[src/rtl/pipe_hazard_ctrl.sv]
// -----------------------------------------------------------------------------
// pipe_hazard_ctrl
//
// Central stall/flush sequencer for the 5-stage RISC-V pipeline. Drives the
// enable/clear pair of every pipeline register (IF PC, ID, EX, MEM, WB).
// It detects load-use hazards and control redirects, runs the start/done
// handshake with the multi-cycle MUL/DIV unit, and waits for the data-memory
// ack. A watchdog forces the memory wait to end after a timeout.
//
// Optional feature macro: HAZARD_PERF_CNT_EN
//   When defined, the stall_cnt/flush_cnt performance counters are added.
//
// Parameters
//   MEM_TIMEOUT  cycles to wait for dmem_ack before forced release (0 = off)
//   CNT_W        performance counter width (HAZARD_PERF_CNT_EN only)
//
// Ports
//   clk, rst_n               clock (rising edge), async active-low reset
//   Rs1D, Rs2D, RegReadD     ID source indices and read-enables {rs1, rs2}
//   RdE, MemToRegE           EX destination index and "EX is a load" flag
//   BranchTakenE, JalrE      redirect resolved in EX
//   JalD                     jal in ID
//   MduOpE, mdu_done         MUL/DIV request in EX and level done from the MDU
//   dmem_req_m, dmem_ack     MEM stage outstanding access and its completion
//   mdu_start                one-cycle MDU launch pulse
//   bus_err                  one-cycle pulse on watchdog expiry
//   en_F..en_W               register enables (0 = hold)
//   clr_D..clr_W             register clears (effective with matching en=1)
//   stall_cnt, flush_cnt     perf counters (HAZARD_PERF_CNT_EN only)
// -----------------------------------------------------------------------------
// state  | meaning
// M_IDLE | no MDU operation in flight
// M_BUSY | MDU launched, waiting for mdu_done
// -----------------------------------------------------------------------------
module pipe_hazard_ctrl #(
  parameter int MEM_TIMEOUT = 64,
  parameter int CNT_W       = 32
) (
  input  logic             clk,
  input  logic             rst_n,
  input  logic [4:0]       Rs1D,
  input  logic [4:0]       Rs2D,
  input  logic [1:0]       RegReadD,
  input  logic [4:0]       RdE,
  input  logic             MemToRegE,
  input  logic             BranchTakenE,
  input  logic             JalrE,
  input  logic             JalD,
  input  logic             MduOpE,
  input  logic             mdu_done,
  input  logic             dmem_req_m,
  input  logic             dmem_ack,
  output logic             mdu_start,
  output logic             bus_err,
  output logic             en_F,
  output logic             en_D,
  output logic             en_E,
  output logic             en_M,
  output logic             en_W,
  output logic             clr_D,
  output logic             clr_E,
  output logic             clr_M,
  output logic             clr_W
`ifdef HAZARD_PERF_CNT_EN
  ,
  output logic [CNT_W-1:0] stall_cnt,
  output logic [CNT_W-1:0] flush_cnt
`endif
);

  typedef enum logic {M_IDLE, M_BUSY} mdu_state_e;

  // Counter only needs to reach MEM_TIMEOUT-1.
  localparam int WD_W = (MEM_TIMEOUT > 1) ? $clog2(MEM_TIMEOUT) : 1;
  localparam logic [WD_W-1:0] WD_LAST = (MEM_TIMEOUT > 0) ? WD_W'(MEM_TIMEOUT - 1) : '0;
  localparam bit WD_ON = (MEM_TIMEOUT != 0);

  mdu_state_e      mdu_q, mdu_d;
  logic [WD_W-1:0] wd_q, wd_d;

  logic mem_pend, wd_hit, mem_stall, mdu_stall, load_use, redirect_e;
  logic start_now;
  logic flush_redirect;

  // ---------------------------------------------------------------------------
  // Memory wait and watchdog
  // ---------------------------------------------------------------------------
  assign mem_pend  = dmem_req_m & ~dmem_ack;
  // Qualified by a pending access so a dropped request that left the count at
  // the last value cannot raise a spurious bus_err.
  assign wd_hit    = WD_ON & mem_pend & (wd_q == WD_LAST);
  assign mem_stall = mem_pend & ~wd_hit;
  assign wd_d      = (WD_ON && mem_stall) ? wd_q + WD_W'(1) : '0;

  // ---------------------------------------------------------------------------
  // MDU handshake
  // ---------------------------------------------------------------------------
  assign start_now = (mdu_q == M_IDLE) & MduOpE & ~mem_stall;
  assign mdu_stall = start_now | ((mdu_q == M_BUSY) & (~mdu_done | mem_stall));

  always_comb begin
    mdu_d = mdu_q;
    case (mdu_q)
      M_IDLE: if (start_now)              mdu_d = M_BUSY;
      M_BUSY: if (mdu_done && !mem_stall) mdu_d = M_IDLE;
      default:                            mdu_d = M_IDLE;
    endcase
  end

  always_ff @(posedge clk or negedge rst_n) begin
    if (!rst_n) begin
      mdu_q <= M_IDLE;
      wd_q  <= '0;
    end else begin
      mdu_q <= mdu_d;
      wd_q  <= wd_d;
    end
  end

  // ---------------------------------------------------------------------------
  // Hazard detection and priority resolution
  // ---------------------------------------------------------------------------
  assign load_use = MemToRegE & (RdE != 5'd0) &
                    ((RegReadD[1] & (Rs1D == RdE)) | (RegReadD[0] & (Rs2D == RdE)));
  assign redirect_e = BranchTakenE | JalrE;

  always_comb begin
    en_F = 1'b1; en_D = 1'b1; en_E = 1'b1; en_M = 1'b1; en_W = 1'b1;
    clr_D = 1'b0; clr_E = 1'b0; clr_M = 1'b0; clr_W = 1'b0;
    mdu_start      = 1'b0;
    bus_err        = 1'b0;
    flush_redirect = 1'b0;
    if (!rst_n) begin
      // Outputs follow reset immediately, not at the next edge.
      clr_D = 1'b1; clr_E = 1'b1; clr_M = 1'b1; clr_W = 1'b1;
    end else begin
      mdu_start = start_now;
      bus_err   = wd_hit;
      if (mem_stall) begin
        en_F = 1'b0; en_D = 1'b0; en_E = 1'b0; en_M = 1'b0;
        clr_W = 1'b1;
      end else if (mdu_stall) begin
        en_F = 1'b0; en_D = 1'b0; en_E = 1'b0;
        clr_M = 1'b1;
      end else if (redirect_e) begin
        // An EX redirect kills the dependent instruction in ID anyway, so it
        // takes precedence over the load-use bubble.
        clr_D = 1'b1; clr_E = 1'b1;
        flush_redirect = 1'b1;
      end else if (load_use) begin
        en_F = 1'b0; en_D = 1'b0;
        clr_E = 1'b1;
      end else if (JalD) begin
        clr_D = 1'b1;
        flush_redirect = 1'b1;
      end
    end
  end

`ifdef HAZARD_PERF_CNT_EN
  always_ff @(posedge clk or negedge rst_n) begin
    if (!rst_n) begin
      stall_cnt <= '0;
      flush_cnt <= '0;
    end else begin
      if (!en_F)          stall_cnt <= stall_cnt + CNT_W'(1);
      if (flush_redirect) flush_cnt <= flush_cnt + CNT_W'(1);
    end
  end
`endif

endmodule
[config.mk]
export PLATFORM = sky130hd
export DESIGN_NAME = pipe_hazard_ctrl
export DESIGN_NICKNAME = d
export VERILOG_FILES = /design/src/rtl/pipe_hazard_ctrl.sv
export SDC_FILE = /design/constraint.sdc
export NUM_CORES = 1
export LEC_CHECK = 0
export ABC_CLOCK_PERIOD_IN_PS = 1590
export BUFFER_PORTS_ARGS = -buffer_cell sky130_fd_sc_hd__buf_2
export CORE_MARGIN = 3
export CORE_UTILIZATION = 36
export DETAILED_ROUTE_END_ITERATION = 6
export PLACE_DENSITY = 0.74
export SYNTH_ARGS = -nofsm -noshare
export SYNTH_HDL_FRONTEND = slang
export SYNTH_SLANG_ARGS = --single-unit
[constraint.sdc]
create_clock -name clk -period 1.59 [get_ports clk]
set_input_delay 0.318 -clock clk [delete_from_list [all_inputs] [get_ports clk]]
set_output_delay 0.318 -clock clk [all_outputs]
set_load 0.1 [all_outputs]
==> results.cfg, run 1 <==
[outcome]
status = finished, violations left
failed_checks = setup timing

[die]
die_area_um2 = 2080
dieWidth_um = 45.6
die_h_um = 45.6
rows = 13
ios = 38
core_um2 = 1380
initial_utilization = 0.408

[critical_path]
crit_path_top_delay_cell = dfrtp_1
path_cells = ha_2, nand2_2, o211ai_1, buf_4, buf_4, o211ai_1, a21oi_4, buf_12
crit_type = reg -> out
max_stage_delay_ps = 350
arrival_ps = 1830
critPathBufInv = 3
critPathRequiredTime_ps = 1270
path_delay_family = compound AO/OA/AOI/OAI gates
crit_path_end_kind = output port
path_max_fanout = 4
crit_path_start_kind = register

[clocking]
cts_buffers = 3
root_buffer = clkbuf_4
cts_hold_buf = 0
cts_buffer_depth = 2
h-tree-depth = 1
clock-sinks = 7
cts_tree = built
insertion_delay_ps = 250
path_clk_slew_ps = 60

[sta]
rsz0062_at_grt = yes
fin_ws_ps = -556
finalSetupViolations = 11
slew_viol_final = 0
period_needed_ps = 2150
hold_viol = 0
min_period_over_period = 1.35
skew_ps = 8.99
fmax_mhz = 466

[logic_synthesis]
synth_nets = 97
ys_ff_latch = 7
synth_seq_area_share = 0.310
yosysWarnings = 0
ys_types = 28
yosys.area.top_type = dfrtp_1
synth_top_area_frac = 0.310
synthArstFlopShare = 1.00
synth_flop_cell = dfrtp_1
synth_area_leaders = dfrtp_1 (31%), xnor2_1 (17%), nand2_1 (5.3%), nor2b_1 (4.4%), nor2_1 (4.0%)
synth_edf_count = 0
postSynthAreaPerCell_um2 = 8.18
synth_area_um2 = 564
synth_common_cells = xnor2_1 (11), nand2_1 (8), dfrtp_1 (7), nor2_1 (6), nor2b_1 (4)
yosysMostFrequentCell = xnor2_1
syn-instance-count = 69

[route]
wl_per_cell_um = 17.6
firstDrtPassIters = 4
drc = 0
via_per_inst = 5.25
ant_nets = 0
vias = 824
drtIter0Drc = 7
routed_wl_um = 2770

[pwr]
totalPowerFinal_uw = 899
ir_drop_mv = 0.712
power_density_nw_per_um2 = 696
leakage_nw = 0.631

[placed_design]
placed_cell_area_um2 = 1110
place_congestion = 0.810
dp_hpwl_um = 1540
dp.cells = 141
port-buffer-count = 36

[layout]
drive_gt1_frac = 0.627
fin_cells = 157
fin_util = 0.934
synthToLayoutAreaGrowth_pct = 129
fin_nets = 171
num_antenna_cells = 0
final_area_um2 = 1290
nFillCells = 45

[global_routing]
grt_pass1_wl_um = 3530
grt_use_total = 0.244
grt_max_degree = 11
antenna_found_initial = 0
overflow = 0
grt_pass1_vias = 861

[min_path]
holdCritPathClass = in -> async

[run]
cap_violations = 0
## worst register-to-register path, cell delays in order, from the launching register on
cell and delay (ps):
dfrtp_1 350, ha_2 190, nand2_2 70, buf_4 140, buf_6 120, o21ai_4 200
buf_4 140, buf_4 80, buf_4 100, a21oi_1 60, a31oi_1 150
## area by class of cell
class	count	area, um2	area share
multi-input cells	59	459	0.356
inverters	1	3.75	0.00291
flip-flops and latches	7	175	0.136
well taps	15	18.8	0.0145
repair buffers	71	608	0.471
clock buffers	4	26.3	0.0203
## report_power, final
part           switching, mW  internal [mW]  total (mW)
registers            0.00708          0.186       0.193
clock network         0.0658         0.0957       0.162
logic                  0.319          0.225       0.544
## worst paths after layout
| check | start | to | slack, ps | cells past startpoint |
|---|---|---|---|---|
| min in group clk | dmem_ack | wd_q[2] | 390 | 3 |
| hold reg to reg | wd_q[0] | wd_q[0] | 530 | 2 |
| max in group asynchronous | rst_n | wd_q[0] | 1390 | 2 |
| setup / recovery | wd_q[1] | clr_D | -560 | 8 |
| setup reg to reg | wd_q[1] | mdu_q | -60 | 10 |
| hold / removal | rst_n | wd_q[3] | 40 | 2 |
## per-layer routing
layer  vias up  part of all wire  GRT usage
met2        39              0.55      0.465
met4         0             0.056      0.193
li1        384                 -          -
met5         -                 0          0
met1       387              0.33      0.207
met3        14             0.068     0.0593
## registers in the layout, summed over array words and instances, names as in the netlist
signal,flops
mdu_q,1
wd_q,6
## through the flow
stage	setup WS [ps]	hold slack [ps]	TNS (ps)
after floorplan	-2650	22.4	-13890
after global placement	-527	304	-2450
after detailed placement	-567	301	-2750
after CTS	-488	26.6	-3830
after global routing	-636	35.8	-5110
final	-556	37.9	-4450
## layout by cell type, fill, tap and decap left out, types with 2 or more instances in the layout
| cell | count |
|---|---|
| nor2_1 | 6 |
| and3_4 | 2 |
| xnor2_1 | 11 |
| o211ai_1 | 2 |
| buf_4 | 31 |
| buf_12 | 10 |
| a21oi_1 | 2 |
| xor2_1 | 2 |
| buf_2 | 26 |
| nand2_1 | 5 |
| nand2_4 | 2 |
| clkbuf_4 | 3 |
| nand4_1 | 2 |
| buf_6 | 4 |
| dfrtp_1 | 7 |
| nand3_1 | 3 |
| nor2b_1 | 3 |
## what timing repair did
| item | CTS | global route |
|---|---|---|
| buffers inserted | 7 | 7 |
| pin swaps | 8 | 5 |
| endpoints found under the hold margin | 0 | 0 |
| endpoints found under the setup margin | 10 | 10 |
| gates resized for setup | 14 | 5 |
## kinds of logic (layout without fill, tap and decap cells)
logic type / count (synthesis) / after routing / synth area share
flops: 7 / 7 / 0.310
buf+inv: 3 / 76 / 0.0332
compound gates: 14 / 14 / 0.153
fa+ha+maj: 1 / 1 / 0.0222
simple gates: 30 / 30 / 0.273
xor+xnor: 13 / 13 / 0.202
other cells: 1 / 1 / 0.00665
(Power assumes the default switching activity.)
==> inputs of run 2 (changes only) <==
SETUP_SLACK_MARGIN = 0.1   (was unset)
==> results.cfg, run 2 (synthesis gave the netlist of run 1 again) <==
[placed_design]
port-buffer-count = 36
dp_hpwl_um = 1500
pre_cts_ws_ps = -550
place_congestion = 0.821
placed_cell_area_um2 = 1100

[clocking]
path_clk_slew_ps = 50
clock-sinks = 7
cts_buffers = 3
cts_tree = built
root_buffer = clkbuf_4
insertion_delay_ps = 250
cts_buffer_depth = 2
h-tree-depth = 1

[layout]
top_register = wd_q
multiInputGateArea_um2 = 452
fin_nets = 170
seq_area_um2 = 175
final_area_um2 = 1290
num_antenna_cells = 0
nFillCells = 47
largest_reg_flops = 6
top_regs = wd_q: 6 flops, mdu_q: 1 flops
drive_gt1_frac = 0.617
final_cell_mix = buf_2 (26), buf_4 (26), xnor2_1 (11), buf_12 (10), buf_6 (8)
synthToLayoutAreaGrowth_pct = 129

[pwr]
power_density_nw_per_um2 = 688
p_sw_frac = 0.428
intPower_uw = 509
seqPwrFrac = 0.215
power_frac_clock = 0.176
totalPowerFinal_uw = 889
ir_drop_mv = 0.606
p_comb_frac = 0.608
switchingPower_uw = 380
leakage_nw = 0.625

[route]
vias = 825
firstDrtPassIters = 4
via_per_inst = 5.29
drc = 0
ant_nets = 0
wl_per_cell_um = 16.8
drtIter0Drc = 16
routed_wl_um = 2630

[sta]
hold_viol = 0
slew_viol_final = 0
fin_ws_ps = -551
skew_ps = 0.806
fmax_mhz = 467
finalSetupViolations = 15
min_period_over_period = 1.35
period_needed_ps = 2140
fin_hold_ws_ps = 49.4
rsz0062_at_grt = yes

[die]
initial_utilization = 0.408
die_h_um = 45.6
rows = 13
ios = 38
dieWidth_um = 45.6
core_um2 = 1380
die_area_um2 = 2080

[critical_path]
critPathRequiredTime_ps = 1270
crit_type = in -> out
ff2ff_path_depth = 10
path_max_fanout = 2
arrival_ps = 1820
crit_path_end_kind = output port
r2r_slack_ps = -100
crit_path_start_kind = input pin

[global_routing]
antenna_found_initial = 0
grt_pass1_wl_um = 3480
grt_pass1_vias = 794
grt_use_total = 0.232
overflow = 0
grt_max_degree = 11

[outcome]
failed_checks = setup timing
status = finished, violations left

[run]
cap_violations = 0

[min_path]
holdCritPathClass = in -> async
[run 2: power groups by stage]
stage	clock network (mW)	logic, mW	registers [mW]
after global routing	0.174	0.565	0.192
after global placement	0	0.474	0.193
final	0.157	0.541	0.191
after detailed placement	0	0.481	0.194
after floorplan	0	0.306	0.194
after CTS	0.161	0.513	0.191
[run 2: path summary, 6_finish.rpt]
check | start | end
hold / removal | rst_n | wd_q[1]
setup / recovery | RdE[1] | en_D
min in group clk | mdu_done | mdu_q
max in group asynchronous | rst_n | wd_q[5]
setup reg to reg | wd_q[0] | mdu_q
hold reg to reg | mdu_q | mdu_q
[run 2: cell type report]
class / count / area share
flip-flops and latches: 7 / 0.136
well taps: 15 / 0.0145
clock buffers: 4 / 0.0203
repair buffers: 70 / 0.477
inverters: 1 / 0.00291
multi-input cells: 59 / 0.350
[run 2: metal layers]
metal,global-route usage,wire length [um]
met5,0,0
met1,0.245,887
met4,0.0877,81
met2,0.448,1490
met3,0.0356,166
[run 2: worst max-delay path, cell delays in order]
cell and delay, ps:
buf_2 120, or4_1 530, o21a_1 200, nor2b_1 190
a21boi_4 250, buf_12 210
[run 2: through the flow]
stage / util / setup TNS, ps / std cells
after floorplan: - / -13890 / 69
after global placement: 0.795 / -2320 / 142
after detailed placement: 0.795 / -2520 / 142
after CTS: 0.896 / -3890 / 153
after global routing: 0.934 / -6220 / 156
final: 0.934 / -4970 / 156
[run 2: repair_timing]
action / in CTS / in global routing
buffers inserted: 10 / 5
endpoints found under the hold margin: 0 / 0
hold buffers: 0 / 0
setup endpoints to repair: 10 / 15
resized for setup: 17 / 8
pin swaps: 6 / 4
==> inputs of run 3 (changes only) <==
--- a/config.mk
+++ b/config.mk
@@ -7,8 +7,9 @@
 export LEC_CHECK = 0
 export ABC_CLOCK_PERIOD_IN_PS = 1590
-export BUFFER_PORTS_ARGS = -buffer_cell sky130_fd_sc_hd__buf_2
+export BUFFER_PORTS_ARGS = -buffer_cell sky130_fd_sc_hd__buf_4
 export CORE_MARGIN = 3
 export CORE_UTILIZATION = 36
 export DETAILED_ROUTE_END_ITERATION = 6
+export MAX_ROUTING_LAYER = met4
 export PLACE_DENSITY = 0.74
 export SETUP_SLACK_MARGIN = 0.1
==> constraint.sdc (replaced) <==
create_clock -name clk -period 1.59 [get_ports clk]
set_input_delay 0.159 -clock clk [delete_from_list [all_inputs] [get_ports clk]]
set_output_delay 0.159 -clock clk [all_outputs]
set_load 0.1 [all_outputs]
==> results.cfg, run 3 (synthesis gave the netlist of run 1 again) <==
[outcome]
status = finished, violations left
failed_checks = setup timing

[sta]
min_period_over_period = 1.25
hold_viol = 0
fin_ws_ps = -401
rsz0062_at_grt = yes
slew_viol_final = 0
skew_ps = 6.52
period_needed_ps = 1990
fmax_mhz = 502
finalSetupViolations = 9

[layout]
top_regs = wd_q: 6 flops, mdu_q: 1 flops
top_register = wd_q
drive_gt1_frac = 0.569
num_antenna_cells = 0
layout_commonest_cell = buf_4
final_cell_mix = buf_4 (43), xnor2_1 (11), buf_12 (11), dfrtp_1 (7), nor2_1 (6)
fin_nets = 159
largest_reg_flops = 6
synthToLayoutAreaGrowth_pct = 126
final_area_um2 = 1280

[run]
cap_violations = 0

[critical_path]
crit_path_start_kind = register
path_delay_family = compound AO/OA/AOI/OAI gates
critPathRequiredTime_ps = 1430
path_cells = ha_2, nand2_2, o211ai_1, buf_4, o211ai_1, a21oi_4, buf_12
crit_path_top_delay_cell = dfrtp_1
arrival_ps = 1830
max_stage_delay_ps = 370
crit_type = reg -> out
critPathBufInv = 2
path_max_fanout = 3
crit_path_end_kind = output port
critPathMostFrequentCell = o211ai_1

[clocking]
cts_buffer_depth = 2
cts_tree = built
root_buffer = clkbuf_4
insertion_delay_ps = 250
path_clk_slew_ps = 50
clock-sinks = 7
h-tree-depth = 1
cts_buffers = 3

[placed_design]
port-buffer-count = 36
placed_cell_area_um2 = 1020
dp_hpwl_um = 1430
place_congestion = 0.756

[global_routing]
met3_usage = 0.0435
grt_pass1_vias = 818
grt_pass1_wl_um = 3480
grt_use_total = 0.248
grt_max_degree = 8
antenna_found_initial = 0
use_met1 = 0.217
overflow = 0
grt_busiest_layer = met2
grt_use_met2 = 0.474

[route]
wl_per_cell_um = 18.6
firstDrtPassIters = 4
vias = 793
drtIter0Drc = 9
drc = 0
ant_nets = 0
routed_wl_um = 2700
via_per_inst = 5.47

[pwr]
power_frac_clock = 0.175
switchingPower_uw = 392
leakage_nw = 0.599
seqPwrFrac = 0.208
power_density_nw_per_um2 = 718
intPower_uw = 525
p_comb_frac = 0.617
p_sw_frac = 0.427
ir_drop_mv = 0.595
totalPowerFinal_uw = 917

[die]
die_h_um = 45.6
core_um2 = 1380
ios = 38
dieWidth_um = 45.6
die_area_um2 = 2080
initial_utilization = 0.408
rows = 13

[min_path]
holdCritPathClass = in -> reg
-- run 3: final timing paths --
check                      startpoint       to  slack, ps  cells past startpoint
max in group asynchronous       rst_n  wd_q[2]        820                      3
setup / recovery              wd_q[1]    clr_D       -400                      7
hold / removal               mdu_done    mdu_q        100                      2
setup reg to reg              wd_q[1]    mdu_q        130                      8
hold reg to reg               wd_q[0]  wd_q[0]        570                      2
min in group asynchronous       rst_n  wd_q[0]        530                      3
-- run 3: final cells by class --
| type | instances | area, um2 |
|---|---|---|
| Multi-Input combinational cell | 59 | 455 |
| Tap cell | 15 | 18.8 |
| Sequential cell | 7 | 175 |
| Fill cell | 54 | 105 |
| Clock buffer | 4 | 26.3 |
| Inverter | 1 | 3.75 |
| Timing Repair Buffer | 59 | 598 |
-- run 3: what timing repair did --
item	in CTS	in global routing
endpoints found under the setup margin	10	15
pin swaps	6	5
hold buffers	1	0
gates cloned	0	0
gates resized for setup	40	3
setup buffers	5	3
hold endpoints to repair	7	0
-- run 3: power groups by stage --
| stage | Clock (mW) | Sequential, mW | Combinational (mW) |
|---|---|---|---|
| after detailed placement | 0 | 0.194 | 0.433 |
| after global routing | 0.176 | 0.192 | 0.588 |
| final | 0.160 | 0.191 | 0.566 |
| after CTS | 0.167 | 0.191 | 0.526 |
| after global placement | 0 | 0.193 | 0.428 |
| after floorplan | 0 | 0.194 | 0.306 |
-- run 3: metrics by stage --
step / std cells / setup slack, ps / utilization / TNS, ps / hold slack (ps)
2_1_floorplan: 69 / -2490 / - / -12370 / -137
3_3_place_gp: 136 / -203 / 0.740 / -856 / 138
3_5_place_dp: 136 / -222 / 0.740 / -997 / 132
4_1_cts: 144 / -338 / 0.901 / -2130 / 94.9
5_1_grt: 145 / -540 / 0.924 / -3350 / 112
6_report: 145 / -401 / 0.924 / -2350 / 103
-- run 3: per-layer routing --
layer	vias to the layer above	routed length, um
met2	38	1490
met1	383	939
met3	13	149
li1	359	-
met5	-	0
met4	0	123
